[config.mk]
export PLATFORM = sky130hd
export DESIGN_NAME = wshb_sdram_arbiter_flat
export DESIGN_NICKNAME = d
export VERILOG_FILES = /design/src/rtl/wshb_sdram_arbiter_pkg.sv /design/src/rtl/wshb_sdram_arbiter_if.sv /design/src/rtl/wshb_sdram_arbiter_watchdog.sv /design/src/rtl/wshb_sdram_arbiter.sv /design/src/flat_wrapper.sv
export SDC_FILE = /design/constraint.sdc
export NUM_CORES = 1
export LEC_CHECK = 0
export BUFFER_PORTS_ARGS = -buffer_cell sky130_fd_sc_hd__buf_2
export CAP_MARGIN = 20
export CORE_AREA = 2 2 130 132
export DETAILED_ROUTE_END_ITERATION = 12
export DIE_AREA = 0 0 132 134
export PLACE_DENSITY = 0.5
export SLEW_MARGIN = 25
export SYNTH_ARGS = -nofsm -noshare
export SYNTH_HDL_FRONTEND = slang
export SYNTH_SLANG_ARGS = --single-unit
[constraint.sdc]
create_clock -name sys_clk -period 1.46 [get_ports sys_clk]
set_input_delay 0.073 -clock sys_clk [delete_from_list [all_inputs] [get_ports sys_clk]]
set_output_delay 0.073 -clock sys_clk [all_outputs]
set_load 0.005 [all_outputs]
[src/rtl/wshb_sdram_arbiter_pkg.sv]
// Shared types and constants for the two-master Wishbone SDRAM arbiter.
package wshb_arb_pkg;

   typedef enum logic [1:0] {
      IDLE = 2'd0,
      OWN0 = 2'd1,
      OWN1 = 2'd2
   } arb_state_t;

   localparam logic [2:0] CTI_CLASSIC = 3'b000;
   localparam logic [2:0] CTI_INCR    = 3'b010;
   localparam logic [2:0] CTI_EOB     = 3'b111;

endpackage

[src/rtl/wshb_sdram_arbiter_if.sv]
// Wishbone bus bundle; the master modport drives requests, the slave modport drives responses.
interface wshb_if #(
   parameter int DATA_BYTES = 4,
   parameter int ADR_W      = 32
);
   localparam int DW = 8 * DATA_BYTES;

   logic                  cyc;
   logic                  stb;
   logic                  we;
   logic [ADR_W-1:0]      adr;
   logic [DW-1:0]         dat_ms;
   logic [DW-1:0]         dat_sm;
   logic [DATA_BYTES-1:0] sel;
   logic [2:0]            cti;
   logic [1:0]            bte;
   logic                  ack;
   logic                  err;
   logic                  rty;

   modport master (
      output cyc, stb, we, adr, dat_ms, sel, cti, bte,
      input  dat_sm, ack, err, rty
   );

   modport slave (
      input  cyc, stb, we, adr, dat_ms, sel, cti, bte,
      output dat_sm, ack, err, rty
   );
endinterface

[src/rtl/wshb_sdram_arbiter_watchdog.sv]
// Stall watchdog: counts strobe cycles without a slave response and fires a one-cycle error.
module wshb_watchdog #(
   parameter int TIMEOUT = 1024
) (
   input  logic sys_clk,
   input  logic sys_rst_n,
   input  logic stb,
   input  logic resp,
   input  logic clr,
   output logic fire
);
   localparam int CW = $clog2(TIMEOUT) + 1;
   localparam logic [CW-1:0] LIMIT = CW'(TIMEOUT - 1);

   logic [CW-1:0] wdog;

   // A real slave response in the limit cycle takes priority over the forced error.
   assign fire = stb && !resp && (wdog == LIMIT);

   // NOTE: sequential state uses non-blocking assignments so every flop samples pre-edge values.
   always_ff @(posedge sys_clk or negedge sys_rst_n) begin
      if (!sys_rst_n) begin
         wdog <= '0;
      end else if (clr || !stb || resp || fire) begin
         wdog <= '0;
      end else begin
         wdog <= wdog + 1'b1;
      end
   end
endmodule

[src/rtl/wshb_sdram_arbiter.sv]
// Round-robin arbiter sharing one Wishbone SDRAM slave between a video reader (m0) and a writer (m1).
module wshb_sdram_arbiter
   import wshb_arb_pkg::*;
#(
   parameter int TIMEOUT = 1024
) (
   input  logic       sys_clk,
   input  logic       sys_rst_n,
   wshb_if.slave      m0,
   wshb_if.slave      m1,
   wshb_if.master     s,
   output logic [1:0] grant,
   output logic       timeout_evt
);
   arb_state_t state;
   arb_state_t state_d;
   logic       last;
   logic       fire;

   // Ownership only changes once the owner releases cyc, so bursts are never split.
   always_comb begin
      // NOTE: default first so every path assigns state_d and no latch is inferred.
      state_d = state;
      unique case (state)
         IDLE: begin
            if (m0.cyc && m1.cyc) state_d = last ? OWN0 : OWN1;
            else if (m0.cyc)      state_d = OWN0;
            else if (m1.cyc)      state_d = OWN1;
         end
         OWN0:    if (!m0.cyc) state_d = m1.cyc ? OWN1 : IDLE;
         OWN1:    if (!m1.cyc) state_d = m0.cyc ? OWN0 : IDLE;
         default: state_d = IDLE;
      endcase
   end

   always_ff @(posedge sys_clk or negedge sys_rst_n) begin
      if (!sys_rst_n) begin
         state <= IDLE;
         last  <= 1'b1;
      end else begin
         state <= state_d;
         if (state_d == OWN0) last <= 1'b0;
         if (state_d == OWN1) last <= 1'b1;
      end
   end

   assign grant = {state == OWN1, state == OWN0};

   always_comb begin
      s.cyc    = 1'b0;
      s.stb    = 1'b0;
      s.we     = 1'b0;
      s.adr    = '0;
      s.dat_ms = '0;
      s.sel    = '0;
      s.cti    = '0;
      s.bte    = '0;
      if (state == OWN0) begin
         s.cyc    = m0.cyc;
         s.stb    = m0.stb;
         s.we     = m0.we;
         s.adr    = m0.adr;
         s.dat_ms = m0.dat_ms;
         s.sel    = m0.sel;
         s.cti    = m0.cti;
         s.bte    = m0.bte;
      end else if (state == OWN1) begin
         s.cyc    = m1.cyc;
         s.stb    = m1.stb;
         s.we     = m1.we;
         s.adr    = m1.adr;
         s.dat_ms = m1.dat_ms;
         s.sel    = m1.sel;
         s.cti    = m1.cti;
         s.bte    = m1.bte;
      end
   end

   // Responses are kept in a separate block from the request mux since fire depends on s.stb.
   always_comb begin
      m0.ack = 1'b0;
      m0.err = 1'b0;
      m0.rty = 1'b0;
      m1.ack = 1'b0;
      m1.err = 1'b0;
      m1.rty = 1'b0;
      if (state == OWN0) begin
         m0.ack = s.ack;
         m0.err = s.err | fire;
         m0.rty = s.rty;
      end else if (state == OWN1) begin
         m1.ack = s.ack;
         m1.err = s.err | fire;
         m1.rty = s.rty;
      end
   end

   assign m0.dat_sm   = s.dat_sm;
   assign m1.dat_sm   = s.dat_sm;
   assign timeout_evt = fire;

   wshb_watchdog #(.TIMEOUT(TIMEOUT)) u_watchdog (
      .sys_clk   (sys_clk),
      .sys_rst_n (sys_rst_n),
      .stb       (s.stb),
      .resp      (s.ack | s.err | s.rty),
      .clr       (state_d != state),
      .fire      (fire)
   );
endmodule

[src/flat_wrapper.sv]
// flat-port wrapper written by rule: the top's interface ports become plain ports
module wshb_sdram_arbiter_flat import wshb_arb_pkg::*;
#(
   parameter int TIMEOUT = 1024
)
  (sys_clk, sys_rst_n, grant, timeout_evt, m0_cyc, m0_stb, m0_we, m0_adr, m0_dat_ms, m0_sel, m0_cti, m0_bte, m0_dat_sm, m0_ack, m0_err, m0_rty, m1_cyc, m1_stb, m1_we, m1_adr, m1_dat_ms, m1_sel, m1_cti, m1_bte, m1_dat_sm, m1_ack, m1_err, m1_rty, s_cyc, s_stb, s_we, s_adr, s_dat_ms, s_sel, s_cti, s_bte, s_dat_sm, s_ack, s_err, s_rty);
  wshb_if #(.DATA_BYTES(4), .ADR_W(32)) m0_i ();
  wshb_if #(.DATA_BYTES(4), .ADR_W(32)) m1_i ();
  wshb_if #(.DATA_BYTES(4), .ADR_W(32)) s_i ();
  input  logic sys_clk;
  input  logic sys_rst_n;
  output logic [1:0] grant;
  output logic timeout_evt;
  input wire logic [$bits(m0_i.cyc)-1:0] m0_cyc;
  input wire logic [$bits(m0_i.stb)-1:0] m0_stb;
  input wire logic [$bits(m0_i.we)-1:0] m0_we;
  input wire logic [$bits(m0_i.adr)-1:0] m0_adr;
  input wire logic [$bits(m0_i.dat_ms)-1:0] m0_dat_ms;
  input wire logic [$bits(m0_i.sel)-1:0] m0_sel;
  input wire logic [$bits(m0_i.cti)-1:0] m0_cti;
  input wire logic [$bits(m0_i.bte)-1:0] m0_bte;
  output wire logic [$bits(m0_i.dat_sm)-1:0] m0_dat_sm;
  output wire logic [$bits(m0_i.ack)-1:0] m0_ack;
  output wire logic [$bits(m0_i.err)-1:0] m0_err;
  output wire logic [$bits(m0_i.rty)-1:0] m0_rty;
  input wire logic [$bits(m1_i.cyc)-1:0] m1_cyc;
  input wire logic [$bits(m1_i.stb)-1:0] m1_stb;
  input wire logic [$bits(m1_i.we)-1:0] m1_we;
  input wire logic [$bits(m1_i.adr)-1:0] m1_adr;
  input wire logic [$bits(m1_i.dat_ms)-1:0] m1_dat_ms;
  input wire logic [$bits(m1_i.sel)-1:0] m1_sel;
  input wire logic [$bits(m1_i.cti)-1:0] m1_cti;
  input wire logic [$bits(m1_i.bte)-1:0] m1_bte;
  output wire logic [$bits(m1_i.dat_sm)-1:0] m1_dat_sm;
  output wire logic [$bits(m1_i.ack)-1:0] m1_ack;
  output wire logic [$bits(m1_i.err)-1:0] m1_err;
  output wire logic [$bits(m1_i.rty)-1:0] m1_rty;
  output wire logic [$bits(s_i.cyc)-1:0] s_cyc;
  output wire logic [$bits(s_i.stb)-1:0] s_stb;
  output wire logic [$bits(s_i.we)-1:0] s_we;
  output wire logic [$bits(s_i.adr)-1:0] s_adr;
  output wire logic [$bits(s_i.dat_ms)-1:0] s_dat_ms;
  output wire logic [$bits(s_i.sel)-1:0] s_sel;
  output wire logic [$bits(s_i.cti)-1:0] s_cti;
  output wire logic [$bits(s_i.bte)-1:0] s_bte;
  input wire logic [$bits(s_i.dat_sm)-1:0] s_dat_sm;
  input wire logic [$bits(s_i.ack)-1:0] s_ack;
  input wire logic [$bits(s_i.err)-1:0] s_err;
  input wire logic [$bits(s_i.rty)-1:0] s_rty;
  assign m0_i.cyc = m0_cyc;
  assign m0_i.stb = m0_stb;
  assign m0_i.we = m0_we;
  assign m0_i.adr = m0_adr;
  assign m0_i.dat_ms = m0_dat_ms;
  assign m0_i.sel = m0_sel;
  assign m0_i.cti = m0_cti;
  assign m0_i.bte = m0_bte;
  assign m0_dat_sm = m0_i.dat_sm;
  assign m0_ack = m0_i.ack;
  assign m0_err = m0_i.err;
  assign m0_rty = m0_i.rty;
  assign m1_i.cyc = m1_cyc;
  assign m1_i.stb = m1_stb;
  assign m1_i.we = m1_we;
  assign m1_i.adr = m1_adr;
  assign m1_i.dat_ms = m1_dat_ms;
  assign m1_i.sel = m1_sel;
  assign m1_i.cti = m1_cti;
  assign m1_i.bte = m1_bte;
  assign m1_dat_sm = m1_i.dat_sm;
  assign m1_ack = m1_i.ack;
  assign m1_err = m1_i.err;
  assign m1_rty = m1_i.rty;
  assign s_cyc = s_i.cyc;
  assign s_stb = s_i.stb;
  assign s_we = s_i.we;
  assign s_adr = s_i.adr;
  assign s_dat_ms = s_i.dat_ms;
  assign s_sel = s_i.sel;
  assign s_cti = s_i.cti;
  assign s_bte = s_i.bte;
  assign s_i.dat_sm = s_dat_sm;
  assign s_i.ack = s_ack;
  assign s_i.err = s_err;
  assign s_i.rty = s_rty;
  wshb_sdram_arbiter #(.TIMEOUT(TIMEOUT)) u_core (.sys_clk(sys_clk), .sys_rst_n(sys_rst_n), .m0(m0_i), .m1(m1_i), .s(s_i), .grant(grant), .timeout_evt(timeout_evt));
endmodule
==> impl_table.tex, run 1 <==
\begin{tabular}{lr}
\hline
Metric & Value \\
\hline
\multicolumn{2}{l}{\textbf{Synthesis}} \\
\quad Synthesis Warnings & 0 \\
\quad Cell count after synthesis & between 200 and 250 \\
\quad Async set-reset flop share out of synthesis & 1.000 \\
\quad Number of enable flip-flop cells after synthesis & 0 \\
\quad Yosys top cell area share & 0.3180 \\
\quad Sequential cell area fraction in the yosys report & 0.1725 \\
\quad Cell area after synthesis & 2038 um\^{}2 \\
\quad Cell taking the most area after synthesis & sky130\_fd\_sc\_hd\_\_a22o\_1 \\
\quad Net count after synthesis & 429 \\
\quad Number of distinct library cell variants in the gate-level netlist after synthesis & 31 \\
\quad Dominant synthesized flop cell & sky130\_fd\_sc\_hd\_\_dfrtp\_1 \\
\quad Ranking of synthesized cells by area & sky130\_fd\_sc\_hd\_\_a22o\_1 32\%, sky130\_fd\_sc\_hd\_\_buf\_4 24\%, sky130\_fd\_sc\_hd\_\_dfrtp\_1 16\% \\
\quad Post-synthesis sequential element count & 14 \\
\quad Average footprint of a synthesized cell & 8.564 um\^{}2 \\
\multicolumn{2}{l}{\textbf{Global route}} \\
\quad Number of antenna violations at the first check in global routing & 2 \\
\quad Pin count of the biggest net entering global routing & 18 \\
\quad Overall Global Routing Usage & 0.1269 \\
\quad Via count of the first global-routing pass & 2,455 \\
\quad Total congestion overflow after global routing & 0 \\
\quad Global-route wire length before repair & 16,550 um \\
\multicolumn{2}{l}{\textbf{Floorplanning}} \\
\quad Initial core utilization & 0.1251 \\
\quad Die boundary width & 132 um \\
\quad Placeable core region & between 15,000 and 20,000 um\^{}2 \\
\quad DIE HEIGHT & 134 um \\
\quad Total die area & 17,690 um\^{}2 \\
\quad Floorplan row count & 47 \\
\quad Boundary pin count & 338 \\
\multicolumn{2}{l}{\textbf{Final layout}} \\
\quad Filler cell count in the final layout & 1,793 \\
\quad Most frequent standard cell in the layout excluding fill and tap cells & sky130\_fd\_sc\_hd\_\_buf\_2 \\
\quad Most frequent cells in the layout & 236 x sky130\_fd\_sc\_hd\_\_buf\_2, 74 x sky130\_fd\_sc\_hd\_\_a22o\_1, 22 x sky130\_fd\_sc\_hd\_\_buf\_4, 20 x sky130\_fd\_sc\_hd\_\_buf\_6, 11 x sky130\_fd\_sc\_hd\_\_dfrtp\_1 \\
\quad Layout-stage area growth over the synthesis result & 89.38\% \\
\quad Total Nets Final & 647 \\
\quad Share of post-route cells with drive strength above 1 & 0.7143 \\
\multicolumn{2}{l}{\textbf{CTS}} \\
\quad TritonCTS clock tree & done \\
\quad Number of buffers on the longest clock path & 2 \\
\quad CTS sink cnt & 14 \\
\quad Buffer type at the clock tree root & sky130\_fd\_sc\_hd\_\_clkbuf\_16 \\
\quad Number of buffers created by CTS & 3 \\
\quad Worst skew pair latency & between 0.2 and 0.25 ns \\
\quad Worst-path clk slew & roughly 0.05 ns \\
\quad CTS H-Tree Depth & 1 \\
\multicolumn{2}{l}{\textbf{Drt}} \\
\quad Vias & between 2,000 and 3,000 \\
\quad Final routed DRC violation total & 0 \\
\quad Total wire length & 12,920 um \\
\quad Antenna Nets Post-Route & 0 \\
\quad Mean number of vias per cell & 3.999 \\
\quad Violation count after the first detailed-route iteration & 97 \\
\quad WL per Instance & between 15 and 20 um \\
\quad 1st-pass router iterations & 4 \\
\multicolumn{2}{l}{\textbf{Timing}} \\
\quad Post-route minimum period & around 1.7 ns \\
\quad Setup clock skew after layout & 0.001414 ns \\
\quad Setup TNS Final & -16.69 ns \\
\quad Number of slew-limit violations in the final report & 0 \\
\quad Smallest setup slack after layout & -0.2577 ns \\
\quad Final Hold Violating Endpoints & 0 \\
\quad Total of endpoints with negative setup slack in the final report & 96 \\
\quad Slew @ Worst Pin & approximately 0.33 ns \\
\quad Tcrit/Tclk final & 1.177 \\
\quad Highest clock rate & 582.2 MHz \\
\quad Min Hold Slack & 0.1460 ns \\
\quad Slew margin rel. & 0.7823 \\
\quad RSZ-0062 raised after global routing & true \\
\multicolumn{2}{l}{\textbf{Power and ir drop}} \\
\quad Total power divided by cell area & around 930 nW/um\^{}2 \\
\quad Reported leakage power & 2.144 nW \\
\quad Worst-case vdd ir drop & 0.7183 mV \\
\multicolumn{2}{l}{\textbf{Hold path}} \\
\quad Startpoint of the worst hold path & s\_dat\_sm[25] \\
\quad Min-delay worst type & in2out \\
\quad Hold Crit Depth & 0 \\
\quad Hold worst-path end & m1\_dat\_sm[25] \\
\multicolumn{2}{l}{\textbf{Setup path}} \\
\quad Arrival time at the worst endpoint & 1.64 ns \\
\quad Cell-by-cell trace of the critical path & nand3b\_4 > a2111oi\_4 > buf\_4 > and2\_4 > buf\_6 \\
\quad Reg2reg path depth & 6 \\
\quad CP Capture Type & output pin \\
\quad Crit Reg-Reg Startpoint & u\_core.state[0] \\
\quad Worst-path cell with the longest stage delay & sky130\_fd\_sc\_hd\_\_dfrtp\_2 \\
\quad Delay of the slowest critical-path stage & 0.45 ns \\
\quad Worst-case register-to-register setup slack & -0.19 ns \\
\quad Startpoint Class & flop \\
\quad Maximum fanout along the worst path & 6 \\
\quad Data required, critical path & 1.39 ns \\
\quad Endpoint of the lowest-slack register-to-register path & u\_core.u\_watchdog.wdog[7] \\
\quad Worst setup path class & reg2out \\
\multicolumn{2}{l}{\textbf{Placed design}} \\
\quad Final weighted congestion in routability-driven placement & between 0.7 and 0.8 \\
\quad Half-perimeter wire length of the detailed placement result & a little over 10,000 um \\
\quad Quantity of I/O buffers inserted on ports & around 240 \\
\multicolumn{2}{l}{\textbf{Status}} \\
\quad Failing checks & setup timing \\
\quad Status & finished with violations \\
\multicolumn{2}{l}{\textbf{Job}} \\
\quad Max-Cap Viols & 0 \\
\hline
\end{tabular}
[timing repair]
action                                 4_1_cts  5_1_grt
setup endpoints to repair                   95       96
endpoints found under the hold margin       13        0
pin swaps                                   14       30
setup buffers                                9        5
gates resized for setup                     29       17
gates cloned                                 3        5
hold buffers                                 1        0
[cell type report]
cell class	instances	area, um^2	area share
Antenna cell	1	2.502	0.0006483
Clock buffer	4	88.84	0.02301
Inverter	2	7.507	0.001945
Multi-Input combinational cell	139	1175	0.3044
Sequential cell	14	354.1	0.09173
Tap cell	220	275.3	0.07131
Timing Repair Buffer	296	1957	0.5070
[metal layers]
layer / GRT usage / vias up / part of all wire
met3: 0.09977 / 31 / 0.16
met4: 0.04106 / 2 / 0.028
li1: - / 1259 / -
met5: 0 / - / 0.0010
met1: 0.1419 / 1257 / 0.38
met2: 0.1829 / 154 / 0.43
[worst max-delay path by stage]
stage / from / end / slack, ns / depth (start not counted)
global placement: u_core.state[0] / u_core.u_watchdog.wdog[5] / -0.09 / 5
detailed placement: u_core.state[0] / u_core.u_watchdog.wdog[7] / -0.12 / 5
finish: u_core.state[0] / timeout_evt / -0.26 / 5
global route: u_core.state[1] / s_dat_ms[20] / -0.30 / 6
floorplan: u_core.state[1] / u_core.last / -0.05 / 5
CTS: u_core.state[1] / s_dat_ms[20] / -0.23 / 6
[cell families after synthesis]
logic type / count (synthesis) / synth area share
AO/OA/AOI/OAI: 81 / 0.3518
XOR/XNOR: 8 / 0.03437
adder cells (fa/ha/maj): 2 / 0.01228
buffers and inverters: 85 / 0.2812
flip-flops: 14 / 0.1725
multiplexers: 1 / 0.005524
AND/OR/NAND/NOR: 47 / 0.1424
[Yosys cell counts, types with 4 or more instances]
cell type	instances
sky130_fd_sc_hd__a22o_1	74
sky130_fd_sc_hd__buf_4	65
sky130_fd_sc_hd__dfrtp_1	13
sky130_fd_sc_hd__nor2_1	13
sky130_fd_sc_hd__clkbuf_1	10
sky130_fd_sc_hd__buf_2	8
sky130_fd_sc_hd__and2_1	6
sky130_fd_sc_hd__nand2_1	6
sky130_fd_sc_hd__nand3_1	4
sky130_fd_sc_hd__nor2b_1	4
sky130_fd_sc_hd__xnor2_1	4
sky130_fd_sc_hd__xor2_1	4
[report_power, final]
part	switching, mW	internal (mW)
logic	1.06	1.50
registers	0.0257	0.423
clock network	0.159	0.415
[critical path: cells and delay by family, from the launching register on]
family	cells	cell delay, ns
buffers and inverters	2	0.25
and+or+nand+nor	2	0.32
AOI/OAI and AO/OA	1	0.38
DFF	1	0.45
[metrics by stage]
step | worst slack, ns | util | cells | cell area, um^2 | total power, mW
global route | -0.3017 | 0.2368 | 675 | 3857 | 3.776
CTS | -0.2340 | 0.2236 | 666 | 3642 | 3.368
finish | -0.2577 | 0.2370 | 676 | 3860 | 3.578
global placement | -0.09478 | 0.2028 | 649 | 3303 | 2.486
detailed placement | -0.1247 | 0.2028 | 649 | 3303 | 2.477
floorplan | -0.04743 | - | 238 | 2049 | 1.468
[flip-flops by register name, indices dropped and copies added (netlist names)]
| signal | cells |
|---|---|
| u_core.state | 2 |
| u_core.last | 1 |
| u_core.u_watchdog.wdog | 11 |
No activity file was read; power rests on OpenSTA's default activity.
==> run 2, diff against run 1 <==
--- a/config.mk
+++ b/config.mk
@@ -10,7 +10,7 @@
 export CORE_AREA = 2 2 130 132
 export DETAILED_ROUTE_END_ITERATION = 12
 export DIE_AREA = 0 0 132 134
-export PLACE_DENSITY = 0.5
+export PLACE_DENSITY = 0.41
 export SLEW_MARGIN = 25
 export SYNTH_ARGS = -nofsm -noshare
 export SYNTH_HDL_FRONTEND = slang
==> run 2 against run 1 <==
Net effect:
- the run still ends with setup timing left
- global-route usage decreased by 0.29 points
- cell count decreased by 1.9%
- die area unchanged
- first-iteration DRC count increased by 15%
- combinational power increased by 2%
- non-clock buffer count decreased by 12
- worst setup slack improved by 0.013 ns
- clock-buffer cell count unchanged
- worst hold slack about the same
- largest cell class unchanged
==> impl_table.tex, run 2 (synthesis gave the netlist of run 1 again) <==
\begin{tabular}{lr}
\hline
Metric & Value \\
\hline
\multicolumn{2}{l}{\textbf{Status}} \\
\quad Status & finished with violations \\
\quad Failing checks & setup timing \\
\multicolumn{2}{l}{\textbf{Timing}} \\
\quad Slew margin rel. & 0.7852 (+0.002864) \\
\quad Post-route minimum period & 1.704 ns (-0.01337 ns) \\
\quad Setup clock skew after layout & 0.001601 ns (+0.0001872 ns) \\
\quad RSZ-0062 raised after global routing & true \\
\quad Total of endpoints with negative setup slack in the final report & 96 (unchanged) \\
\quad Slew @ Worst Pin & 0.3222 ns (-0.004296 ns) \\
\quad Smallest setup slack after layout & -0.2443 ns (+0.01337 ns) \\
\quad Final Hold Violating Endpoints & 0 (unchanged) \\
\quad Highest clock rate & 586.7 MHz (+0.78\%) \\
\quad Tcrit/Tclk final & 1.167 (-0.009157) \\
\quad Number of slew-limit violations in the final report & 0 (unchanged) \\
\multicolumn{2}{l}{\textbf{Floorplanning}} \\
\quad Initial core utilization & 0.1251 (unchanged) \\
\quad Total die area & 17,690 um\^{}2 (unchanged) \\
\quad Floorplan row count & 47 (unchanged) \\
\quad DIE HEIGHT & 134 um (unchanged) \\
\quad Die boundary width & 132 um (unchanged) \\
\quad Boundary pin count & 338 (unchanged) \\
\quad Placeable core region & 16,290 um\^{}2 (unchanged) \\
\multicolumn{2}{l}{\textbf{Drt}} \\
\quad Final routed DRC violation total & 0 (unchanged) \\
\quad Total wire length & 12,150 um (-5.9\%) \\
\quad WL per Instance & 18.33 um (-4.1\%) \\
\quad Mean number of vias per cell & 4.009 (+0.26\%) \\
\quad Antenna Nets Post-Route & 0 (unchanged) \\
\quad Violation count after the first detailed-route iteration & 112 (+15\%) \\
\quad Vias & 2,658 (-1.7\%) \\
\quad 1st-pass router iterations & 5 (+1) \\
\multicolumn{2}{l}{\textbf{CTS}} \\
\quad Buffer type at the clock tree root & sky130\_fd\_sc\_hd\_\_clkbuf\_16 \\
\quad CTS sink cnt & 14 (unchanged) \\
\quad Number of buffers on the longest clock path & 2 (unchanged) \\
\quad Worst skew pair latency & 0.24 ns (about the same) \\
\quad Number of buffers created by CTS & 3 (unchanged) \\
\quad Worst-path clk slew & 0.05 ns (about the same) \\
\quad CTS H-Tree Depth & 1 (unchanged) \\
\quad TritonCTS clock tree & done \\
\multicolumn{2}{l}{\textbf{Setup path}} \\
\quad Data required, critical path & 1.39 ns (about the same) \\
\quad Arrival time at the worst endpoint & 1.63 ns (about the same) \\
\quad Worst setup path class & reg2out \\
\quad Crit Reg-Reg Startpoint & u\_core.state[0] \\
\quad CP Capture Type & output pin \\
\quad Worst-case register-to-register setup slack & -0.18 ns (about the same) \\
\quad Startpoint Class & flop \\
\quad Reg2reg path depth & 6 (unchanged) \\
\quad Endpoint of the lowest-slack register-to-register path & u\_core.u\_watchdog.wdog[4] \\
\quad Maximum fanout along the worst path & 8 (+2) \\
\multicolumn{2}{l}{\textbf{Placed design}} \\
\quad Placement Setup Slack & -0.1251 ns (-0.0003740 ns) \\
\quad Quantity of I/O buffers inserted on ports & 241 (unchanged) \\
\quad Final weighted congestion in routability-driven placement & 0.8155 (+6.8\%) \\
\quad Area post-placement & 3183 um\^{}2 (-3.6\%) \\
\quad Half-perimeter wire length of the detailed placement result & 9307 um (-9.5\%) \\
\multicolumn{2}{l}{\textbf{Power and ir drop}} \\
\quad Total power divided by cell area & 947.9 nW/um\^{}2 (+2.3\%) \\
\quad Reported leakage power & 2.099 nW (-2.1\%) \\
\quad Worst-case vdd ir drop & 0.4493 mV (-37\%) \\
\multicolumn{2}{l}{\textbf{Hold path}} \\
\quad Startpoint of the worst hold path & s\_dat\_sm[11] \\
\quad Min-delay worst type & in2out \\
\quad Hold Crit Depth & 0 (unchanged) \\
\quad Hold worst-path end & m0\_dat\_sm[11] \\
\multicolumn{2}{l}{\textbf{Final layout}} \\
\quad Antenna cells & 0 (-1) \\
\quad Biggest register & u\_core.u\_watchdog.wdog \\
\quad Post-route standard cell area excluding fillers & 3827 um\^{}2 (-0.84\%) \\
\quad Largest register FFs & 11 (unchanged) \\
\quad Post-layout utilization of the core & 0.2350 (-0.001997) \\
\quad Layout-stage area growth over the synthesis result & 87.78\% \\
\quad Share of post-route cells with drive strength above 1 & 0.7269 (+0.01258) \\
\quad Largest registers & u\_core.u\_watchdog.wdog x11, u\_core.state x2, u\_core.last x1 \\
\quad Filler cell count in the final layout & 1,813 (+1.1\%) \\
\quad Total Nets Final & 635 (-1.9\%) \\
\quad Most frequent cells in the layout & 226 x sky130\_fd\_sc\_hd\_\_buf\_2, 72 x sky130\_fd\_sc\_hd\_\_a22o\_1, 26 x sky130\_fd\_sc\_hd\_\_buf\_6, 19 x sky130\_fd\_sc\_hd\_\_buf\_4, 11 x sky130\_fd\_sc\_hd\_\_dfrtp\_1 \\
\quad Most frequent standard cell in the layout excluding fill and tap cells & sky130\_fd\_sc\_hd\_\_buf\_2 \\
\multicolumn{2}{l}{\textbf{Global route}} \\
\quad Global-route wire length before repair & 16,790 um (+1.4\%) \\
\quad Pin count of the biggest net entering global routing & 33 (+15) \\
\quad Total congestion overflow after global routing & 0 (unchanged) \\
\quad Via count of the first global-routing pass & 2,668 (+8.7\%) \\
\quad Number of antenna violations at the first check in global routing & 0 (-2) \\
\quad Overall Global Routing Usage & 0.1240 (-0.002885) \\
\multicolumn{2}{l}{\textbf{Job}} \\
\quad Max-Cap Viols & 0 (unchanged) \\
\hline
\end{tabular}
==> run 2: how the worst max path moves through the flow <==
| stage | start | to | depth (start not counted) |
|---|---|---|---|
| CTS | u_core.state[0] | s_sel[3] | 6 |
| global route | u_core.state[1] | s_sel[2] | 7 |
| floorplan | u_core.state[1] | u_core.last | 5 |
| detailed placement | u_core.state[0] | u_core.u_watchdog.wdog[5] | 5 |
| global placement | u_core.state[0] | s_adr[3] | 5 |
| finish | u_core.state[0] | s_sel[1] | 6 |
==> run 2: area by class of cell <==
cell class / instances / area [um^2] / area share
repair buffers: 284 / 1849 / 0.4832
multi-input cells: 139 / 1252 / 0.3272
flip-flops and latches: 14 / 354.1 / 0.09251
well taps: 220 / 275.3 / 0.07192
clock buffers: 4 / 88.84 / 0.02321
inverters: 2 / 7.507 / 0.001961
==> run 2: critical path, stage by stage, from the launching register on <==
cell and delay (ns):
sky130_fd_sc_hd__dfrtp_2 0.47, sky130_fd_sc_hd__nor2b_4 0.17, sky130_fd_sc_hd__buf_12 0.14, sky130_fd_sc_hd__buf_12 0.14, sky130_fd_sc_hd__buf_8 0.13, sky130_fd_sc_hd__a22o_1 0.21
sky130_fd_sc_hd__buf_2 0.12
==> run 2: timing repair <==
item	in CTS	in global routing
endpoints found under the setup margin	96	96
hold endpoints to repair	13	0
hold buffers	1	0
gates cloned	5	0
resized for setup	50	26
buffers inserted	11	5
pin swaps	48	18
==> run 2: power breakdown <==
| part | internal [mW] | switching (mW) | leakage (nW) |
|---|---|---|---|
| Sequential | 0.423 | 0.0330 | 0.187 |
| Clock | 0.414 | 0.153 | 0.0442 |
| Combinational | 1.47 | 1.14 | 1.87 |
==> run 2: per-stage QoR <==
stage                      TNS, ns  total power [mW]  cells  hold WS, ns
final                       -15.12             3.628    663       0.1460
after global routing        -21.30             3.862    663       0.1460
after CTS                   -15.19             3.575    659       0.1461
after detailed placement    -2.830             2.406    638    -0.007305
after global placement      -2.239             2.396    638    -0.008563
after floorplan           -0.04743             1.468    238      -0.2226
==> run 2: metal layers <==
| metal | wire (um) | GRT usage |
|---|---|---|
| met1 | 4890 | 0.1511 |
| met2 | 5731 | 0.2037 |
| met3 | 1530 | 0.06576 |
| met4 | 0 | 0.006039 |
| met5 | 0 | 0 |
